**config.mk**
```make
export PLATFORM = sky130hd
export DESIGN_NAME = dmem_xlate
export DESIGN_NICKNAME = d
export VERILOG_FILES = /design/src/rtl/dmem_xlate.sv
export SDC_FILE = /design/constraint.sdc
export NUM_CORES = 1
export LEC_CHECK = 0
export CORE_MARGIN = 5
export CORE_UTILIZATION = 40
export CTS_BUF_LIST = sky130_fd_sc_hd__clkbuf_8
export DETAILED_ROUTE_END_ITERATION = 8
export GPL_TIMING_DRIVEN = 0
export PLACE_DENSITY = 0.72
export SLEW_MARGIN = 20
export SYNTH_ARGS = -nofsm -noshare
export SYNTH_HDL_FRONTEND = slang
export SYNTH_SLANG_ARGS = --single-unit
```
**constraint.sdc**
```tcl
create_clock -name clk -period 5.5 [get_ports clk]
set_input_delay 1.1 -clock clk [delete_from_list [all_inputs] [get_ports clk]]
set_output_delay 1.1 -clock clk [all_outputs]
set_load 0.01 [all_outputs]
```
**src/rtl/dmem_xlate.sv**
```systemverilog
// Data-side access controller: drives the TLB, classifies the translation into MIPS
// exceptions, issues the physical access to the data cache and returns aligned/extended loads.
module dmem_xlate (
  input  logic        clk,
  input  logic        rst,
  input  logic        req_valid,
  output logic        req_ready,
  input  logic        req_wr,
  input  logic [1:0]  req_size,
  input  logic        req_unsigned,
  input  logic [31:0] req_vaddr,
  input  logic [31:0] req_wdata,
  input  logic        kernel,
  input  logic        flush,
  output logic [31:0] tlb_vaddr,
  input  logic [31:0] tlb_paddr,
  input  logic        tlb_hit,
  input  logic        tlb_cached,
  input  logic        tlb_dirty,
  input  logic        tlb_valid,
  input  logic        tlb_user,
  output logic        dc_req,
  output logic        dc_wr,
  output logic [31:0] dc_paddr,
  output logic [3:0]  dc_wstrb,
  output logic [31:0] dc_wdata,
  output logic        dc_cached,
  input  logic        dc_gnt,
  input  logic        dc_rvalid,
  input  logic [31:0] dc_rdata,
  output logic        resp_valid,
  output logic [31:0] resp_rdata,
  output logic        exc_valid,
  output logic [4:0]  exc_code,
  output logic        exc_refill,
  output logic [31:0] exc_badvaddr
);

  typedef enum logic [2:0] {IDLE, XLATE, ISSUE, WAIT_R, DRAIN} state_t;

  localparam logic [4:0] EXC_MOD  = 5'd1;
  localparam logic [4:0] EXC_TLBL = 5'd2;
  localparam logic [4:0] EXC_TLBS = 5'd3;
  localparam logic [4:0] EXC_ADEL = 5'd4;
  localparam logic [4:0] EXC_ADES = 5'd5;

  state_t      state_q, state_d;
  logic [31:0] vaddr_q, vaddr_d;
  logic        wr_q, wr_d;
  logic [1:0]  size_q, size_d;
  logic        uns_q, uns_d;
  logic [31:0] wdata_q, wdata_d;
  logic        misal_q, misal_d;
  logic [31:0] paddr_q, paddr_d;
  logic        cached_q, cached_d;
  logic [3:0]  wstrb_q, wstrb_d;
  logic [31:0] lane_q, lane_d;
  logic        resp_valid_q, resp_valid_d;
  logic [31:0] resp_rdata_q, resp_rdata_d;
  logic        exc_valid_q, exc_valid_d;
  logic [4:0]  exc_code_q, exc_code_d;
  logic        exc_refill_q, exc_refill_d;
  logic [31:0] exc_badvaddr_q, exc_badvaddr_d;

  logic        xc_any;
  logic        xc_refill;
  logic [4:0]  xc_code;
  logic [31:0] rd_shift;
  logic [31:0] ld_data;

  // Translation fault classification, highest priority first.
  always_comb begin
    xc_any    = 1'b1;
    xc_refill = 1'b0;
    xc_code   = 5'd0;
    if (misal_q || (!kernel && !tlb_user)) begin
      xc_code = wr_q ? EXC_ADES : EXC_ADEL;
    end else if (!tlb_hit) begin
      xc_code   = wr_q ? EXC_TLBS : EXC_TLBL;
      xc_refill = 1'b1;
    end else if (!tlb_valid) begin
      xc_code = wr_q ? EXC_TLBS : EXC_TLBL;
    end else if (wr_q && !tlb_dirty) begin
      xc_code = EXC_MOD;
    end else begin
      xc_any = 1'b0;
    end
  end

  always_comb begin
    rd_shift = dc_rdata >> {paddr_q[1:0], 3'b000};
    ld_data  = rd_shift;
    if (size_q == 2'd0) begin
      ld_data = uns_q ? {24'd0, rd_shift[7:0]} : {{24{rd_shift[7]}}, rd_shift[7:0]};
    end else if (size_q == 2'd1) begin
      ld_data = uns_q ? {16'd0, rd_shift[15:0]} : {{16{rd_shift[15]}}, rd_shift[15:0]};
    end
  end

  always_comb begin
    state_d        = state_q;
    vaddr_d        = vaddr_q;
    wr_d           = wr_q;
    size_d         = size_q;
    uns_d          = uns_q;
    wdata_d        = wdata_q;
    misal_d        = misal_q;
    paddr_d        = paddr_q;
    cached_d       = cached_q;
    wstrb_d        = wstrb_q;
    lane_d         = lane_q;
    resp_valid_d   = 1'b0;
    resp_rdata_d   = resp_rdata_q;
    exc_valid_d    = 1'b0;
    exc_code_d     = exc_code_q;
    exc_refill_d   = exc_refill_q;
    exc_badvaddr_d = exc_badvaddr_q;
    case (state_q)
      IDLE: begin
        if (req_valid && !flush) begin
          vaddr_d = req_vaddr;
          wr_d    = req_wr;
          size_d  = req_size;
          uns_d   = req_unsigned;
          wdata_d = req_wdata;
          misal_d = ((req_size == 2'd1) && req_vaddr[0]) || (req_size[1] && (req_vaddr[1:0] != 2'b00));
          state_d = XLATE;
        end
      end
      XLATE: begin
        if (flush) begin
          state_d = IDLE;
        end else if (xc_any) begin
          exc_valid_d    = 1'b1;
          exc_code_d     = xc_code;
          exc_refill_d   = xc_refill;
          exc_badvaddr_d = vaddr_q;
          state_d        = IDLE;
        end else begin
          paddr_d  = tlb_paddr;
          cached_d = tlb_cached;
          // Store lanes are placed from the physical offset and held through ISSUE.
          if (size_q == 2'd0) begin
            wstrb_d = 4'b0001 << tlb_paddr[1:0];
            lane_d  = {4{wdata_q[7:0]}};
          end else if (size_q == 2'd1) begin
            wstrb_d = 4'b0011 << tlb_paddr[1:0];
            lane_d  = {2{wdata_q[15:0]}};
          end else begin
            wstrb_d = 4'hF;
            lane_d  = wdata_q;
          end
          state_d = ISSUE;
        end
      end
      ISSUE: begin
        if (dc_gnt) begin
          // A granted transaction stands even if flushed in the same cycle.
          if (wr_q) begin
            resp_valid_d = !flush;
            state_d      = IDLE;
          end else begin
            state_d = flush ? DRAIN : WAIT_R;
          end
        end else if (flush) begin
          state_d = IDLE;
        end
      end
      WAIT_R: begin
        if (dc_rvalid) begin
          if (!flush) begin
            resp_valid_d = 1'b1;
            resp_rdata_d = ld_data;
          end
          state_d = IDLE;
        end else if (flush) begin
          state_d = DRAIN;
        end
      end
      DRAIN: begin
        if (dc_rvalid) begin
          state_d = IDLE;
        end
      end
      default: state_d = IDLE;
    endcase
  end

  always_ff @(posedge clk) begin
    if (rst) begin
      state_q        <= IDLE;
      vaddr_q        <= '0;
      wr_q           <= 1'b0;
      size_q         <= '0;
      uns_q          <= 1'b0;
      wdata_q        <= '0;
      misal_q        <= 1'b0;
      paddr_q        <= '0;
      cached_q       <= 1'b0;
      wstrb_q        <= '0;
      lane_q         <= '0;
      resp_valid_q   <= 1'b0;
      resp_rdata_q   <= '0;
      exc_valid_q    <= 1'b0;
      exc_code_q     <= '0;
      exc_refill_q   <= 1'b0;
      exc_badvaddr_q <= '0;
    end else begin
      state_q        <= state_d;
      vaddr_q        <= vaddr_d;
      wr_q           <= wr_d;
      size_q         <= size_d;
      uns_q          <= uns_d;
      wdata_q        <= wdata_d;
      misal_q        <= misal_d;
      paddr_q        <= paddr_d;
      cached_q       <= cached_d;
      wstrb_q        <= wstrb_d;
      lane_q         <= lane_d;
      resp_valid_q   <= resp_valid_d;
      resp_rdata_q   <= resp_rdata_d;
      exc_valid_q    <= exc_valid_d;
      exc_code_q     <= exc_code_d;
      exc_refill_q   <= exc_refill_d;
      exc_badvaddr_q <= exc_badvaddr_d;
    end
  end

  assign req_ready    = (state_q == IDLE);
  assign tlb_vaddr    = (state_q == IDLE) ? req_vaddr : vaddr_q;
  assign dc_req       = (state_q == ISSUE);
  assign dc_wr        = dc_req && wr_q;
  assign dc_paddr     = {paddr_q[31:2], 2'b00};
  assign dc_wstrb     = wstrb_q;
  assign dc_wdata     = lane_q;
  assign dc_cached    = cached_q;
  assign resp_valid   = resp_valid_q;
  assign resp_rdata   = resp_rdata_q;
  assign exc_valid    = exc_valid_q;
  assign exc_code     = exc_code_q;
  assign exc_refill   = exc_refill_q;
  assign exc_badvaddr = exc_badvaddr_q;

endmodule

```
==> run summary <==
The pin count of the biggest net entering global routing was 11. Static leakage: 0.00456 µW. Setup repair after global routing left no endpoint under its margin. After clock tree synthesis, the clock-pin slew on the worst setup and hold paths is 0.06 ns. The wire-length estimate of the detail-placed layout is 25300 µm. The post-route clock period utilization is 0.747. The first global-routing pass estimated 50500 µm of wire. The tools report the endpoint with the worst hold slack as exc_badvaddr[28].

Clock skew on the completed layout was measured at 0.0264 ns. The share of Yosys cell area claimed by the top area cell type is 0.461, and the effective utilization at floorplan is 0.406. The run gives 3.01 ns as the data arrival time of the worst path. Beginning of the worst hold path: exc_badvaddr[28]. After synthesis, the cell types taking the most area are sky130_fd_sc_hd__dfxtp_1, sky130_fd_sc_hd__nand2_1, sky130_fd_sc_hd__a21oi_1, sky130_fd_sc_hd__mux2_2, sky130_fd_sc_hd__mux2i_1. The die covers 0.0260 mm². For the net switching power of the design, the log shows 1250 µW. For the aggregate global-route resource usage, the log shows 0.242.

On the final layout, the worst hold slack is 0.452 ns. During placement, the flow inserted port buffers numbering 314. For the headroom to the max-slew limit, the log shows 0.417. The number of vias in the routed layout is 9225. The number of DRC markers after the initial detailed-route iteration is 519, and the residual overflow from global routing is 0. The endpoint identified for the worst register-to-register timing path is resp_rdata[29].

The fraction of the yosys area taken by sequential cells came out at 0.461. Once detail routing completed, the nets flagged for antenna violations numbered 0. Across the VDD grid, the largest voltage drop is 0.000216 V. sky130_fd_sc_hd__dfxtp_1 takes more of the synthesized area than any other cell. The tools report the worst reg2reg path startpoint as state_q[0].

The path class of the tightest hold or removal check is flop to flop. The detailed-routing iteration count for the pre-antenna-repair pass was 5; the post-detailed-route via-to-cell ratio was 5.13. The synthesized design contains 211 register bits. The tools report the wire length reported by the detailed router as 33100 µm. The portion of total power attributed to combinational logic is 0.267. The hold violation count in the final report came out at 0. Routability-driven placement finished with a final weighted congestion of 0.933. The slowest stage of the critical path is the sky130_fd_sc_hd__clkbuf_1 cell. The cell class contributing the biggest share of worst-path delay was buffers and inverters. The clock reaches the later pin of the worst-skew pair after 0.53 ns.

The switching portion of total power came out at 0.303. The run finished with clean final reports. The tools report the fmax as 244 MHz. The post-placement setup slack is 1.89 ns.

In this run the count of I/O pins placed on the die edge is 320. The final critical delay including setup and external delays is 4.11 ns. The clock passes through at most 3 buffers.

The ratio of cells with drive above 1 in the final layout is 0.101, and the average size of a mapped cell is 8.06 µm². TritonCTS built the clock tree. CTS built an H-tree with a depth of 2.

The cell count of the worst hold path works out to 2. The required time reported for the critical path endpoint was 4.40 ns. Buffers inserted during clock tree synthesis total 36. In the final design database the tool counted 1639 nets.

For this design the ratio of total power to cell area is 308 mW/mm². The number of global-route vias before repair is 9295. The worst register-to-register path has a setup slack of 3.04 ns.

The worst reg2reg path depth came out at 6. Power share of the sequential group: 0.410. The clock tree root driver cell was sky130_fd_sc_hd__clkbuf_8. The logs give 1 for the initial antenna violation count and 0 for the final number of setup-violating endpoints.

Once the clock tree was built, the resizer swapped 0 gates to a different size. Along the worst path, the maximum fanout reaches 10. The tools report the gate count after technology mapping as 1136. From left edge to right edge, the die measures 161 µm.

The Yosys step of the flow raised 0 warnings. Max-cap violations in this run came to 0. Traced cell by cell, the critical path runs through or3_1, clkinv_1, clkbuf_1, mux2_2, clkdlybuf4s50_1. The least setup slack across all paths after layout was 1.39 ns; the final-layout setup total negative slack was 0 ns. The CTS sink count is 211, and the count of distinct cell types in the synthesized netlist is 45.

After detailed routing, the average wire length per cell comes to 18.4 µm. The logs give 0 for the max-slew violation count and 0 for the buffer count from post-CTS setup fixing. The repair_antennas step left the layout with diodes totalling 0. The signed area change from the synthesized netlist to the final layout was 45.6%. The initialized floorplan defines 55 standard-cell rows.

The stage delay of the slowest cell on the critical path is 0.52 ns. In this run, post-CTS hold repair placed 0 buffers. The number of design rule violations left after detail routing was 0; the slew of the pin with the lowest slew margin was 0.868 ns. The clock share of power came out at 0.323. Measured along the y axis, the die boundary spans 161 µm. The kind of critical path was flop to output pin. The number of buffers and inverters on the critical path is 3. The standard cell core area is 0.0226 mm². STA classifies the critical path endpoint as an output pin.

The run gives 0.591 as the final cell utilization of the core. The launching element type of the critical path was a flop. The internal power is 2860 µW. The post-synthesis instance area was 0.00916 mm².
-- flip-flops by register name, indices dropped and copies added (netlist names) --
register      flops
dc_cached         1
dc_wdata         32
dc_wstrb          4
exc_badvaddr     32
exc_code          3
exc_refill        1
exc_valid         1
misal_q           1
paddr_q          32
resp_rdata       32
resp_valid        1
size_q            2
state_q           3
uns_q             1
vaddr_q          32
wdata_q          32
wr_q              1
-- final cells by class --
class | instances | area (µm²)
buffer | 123 | 609
clock buffer | 43 | 592
clock inverter | 16 | 70.1
fill | 2116 | 9240
inverter | 4 | 15.0
multi-input combinational | 801 | 4320
sequential | 211 | 4220
tap | 285 | 357
timing repair buffer | 314 | 3140
-- routing by layer --
metal / routed length [µm] / vias to the layer above / share of wire / global-route usage
met1: 13100 / 4250 / 0.40 / 0.288
met4: 1030 / 2 / 0.031 / 0.0869
li1: - / 4530 / - / -
met3: 3170 / 71 / 0.096 / 0.0768
met5: 20 / - / 0.00060 / 0
met2: 15800 / 372 / 0.48 / 0.412
-- how the worst max path moves through the flow --
stage,slack [ns],start,end,cells after the start
after floorplan,2.71,state_q[2],tlb_vaddr[22],4
after global placement,1.93,flush,resp_rdata[29],6
final,1.39,state_q[2],tlb_vaddr[18],5
after CTS,1.39,state_q[2],tlb_vaddr[7],5
after detailed placement,1.89,flush,resp_rdata[29],6
after global routing,1.26,state_q[2],tlb_vaddr[9],5
-- synthesized netlist by cell type (all sizes together) --
library cell and count:
o31a 1, a2111oi 3, dfxtp 211, or4 1, nor2b 5, o2bb2ai 7, nor2 58, nand2 352
and2 2, or4b 1, or3 1, or4bb 1, nand2b 3, o211ai 7, or3b 1, nor4 1
nor4bb 1, o31ai 1, a21oi 162, buf 57, a311oi 10, o32ai 16, o21ai 27, mux2 47
o21bai 1, nand3b 2, inv 3, nor3 9, a21o 1, a211oi 17, mux2i 28, ha 4
a22oi 19, nor4b 1, clkbuf 66, nor3b 3, clkinv 1, o311ai 1, conb 1, a31oi 1
or2 2
-- logic make-up (layout without fill, tap and decap cells) --
logic type / count (synthesis) / count (layout) / synth area share
adders and majority gates: 4 / 4 / 0.00547
DFF: 211 / 211 / 0.461
buffers and inverters: 127 / 500 / 0.0682
muxes: 75 / 75 / 0.0884
and+or+nand+nor: 444 / 444 / 0.194
AOI/OAI and AO/OA: 274 / 274 / 0.182
other: 1 / 4 / 0.000410
-- power groups by stage --
| stage | logic (µW) | registers, µW | clock network [µW] |
|---|---|---|---|
| 2_1_floorplan | 571 | 1700 | 0 |
| 3_3_place_gp | 1090 | 1710 | 0 |
| 3_5_place_dp | 1090 | 1710 | 0 |
| 4_1_cts | 1100 | 1680 | 1360 |
| 5_1_grt | 1190 | 1690 | 1420 |
| 6_report | 1100 | 1680 | 1320 |
-- through the flow --
step	instances	area, µm²	total power, µW
2_1_floorplan	1139	9170	2270
3_3_place_gp	1738	12700	2800
3_5_place_dp	1738	12700	2810
4_1_cts	1797	13300	4140
5_1_grt	1797	13300	4300
6_report	1797	13300	4100
-- cells in the final DEF (no fill, tap or decap), types with 26 or more instances in the layout --
master / count
sky130_fd_sc_hd__clkbuf_8: 43
sky130_fd_sc_hd__mux2_2: 47
sky130_fd_sc_hd__nor2_1: 58
sky130_fd_sc_hd__mux2i_1: 28
sky130_fd_sc_hd__buf_4: 34
sky130_fd_sc_hd__o21ai_0: 26
sky130_fd_sc_hd__clkbuf_1: 66
sky130_fd_sc_hd__clkdlybuf4s50_1: 314
sky130_fd_sc_hd__nand2_1: 352
sky130_fd_sc_hd__dfxtp_1: 211
sky130_fd_sc_hd__a21oi_1: 162
-- tightest hold or removal path: cells and delay by family, from the launching register on --
| family | cells | cell delay, ns |
|---|---|---|
| compound gates | 1 | 0.05 |
| flops | 1 | 0.30 |
| simple gates | 1 | 0.05 |
No activity file was read; power rests on OpenSTA's default activity.
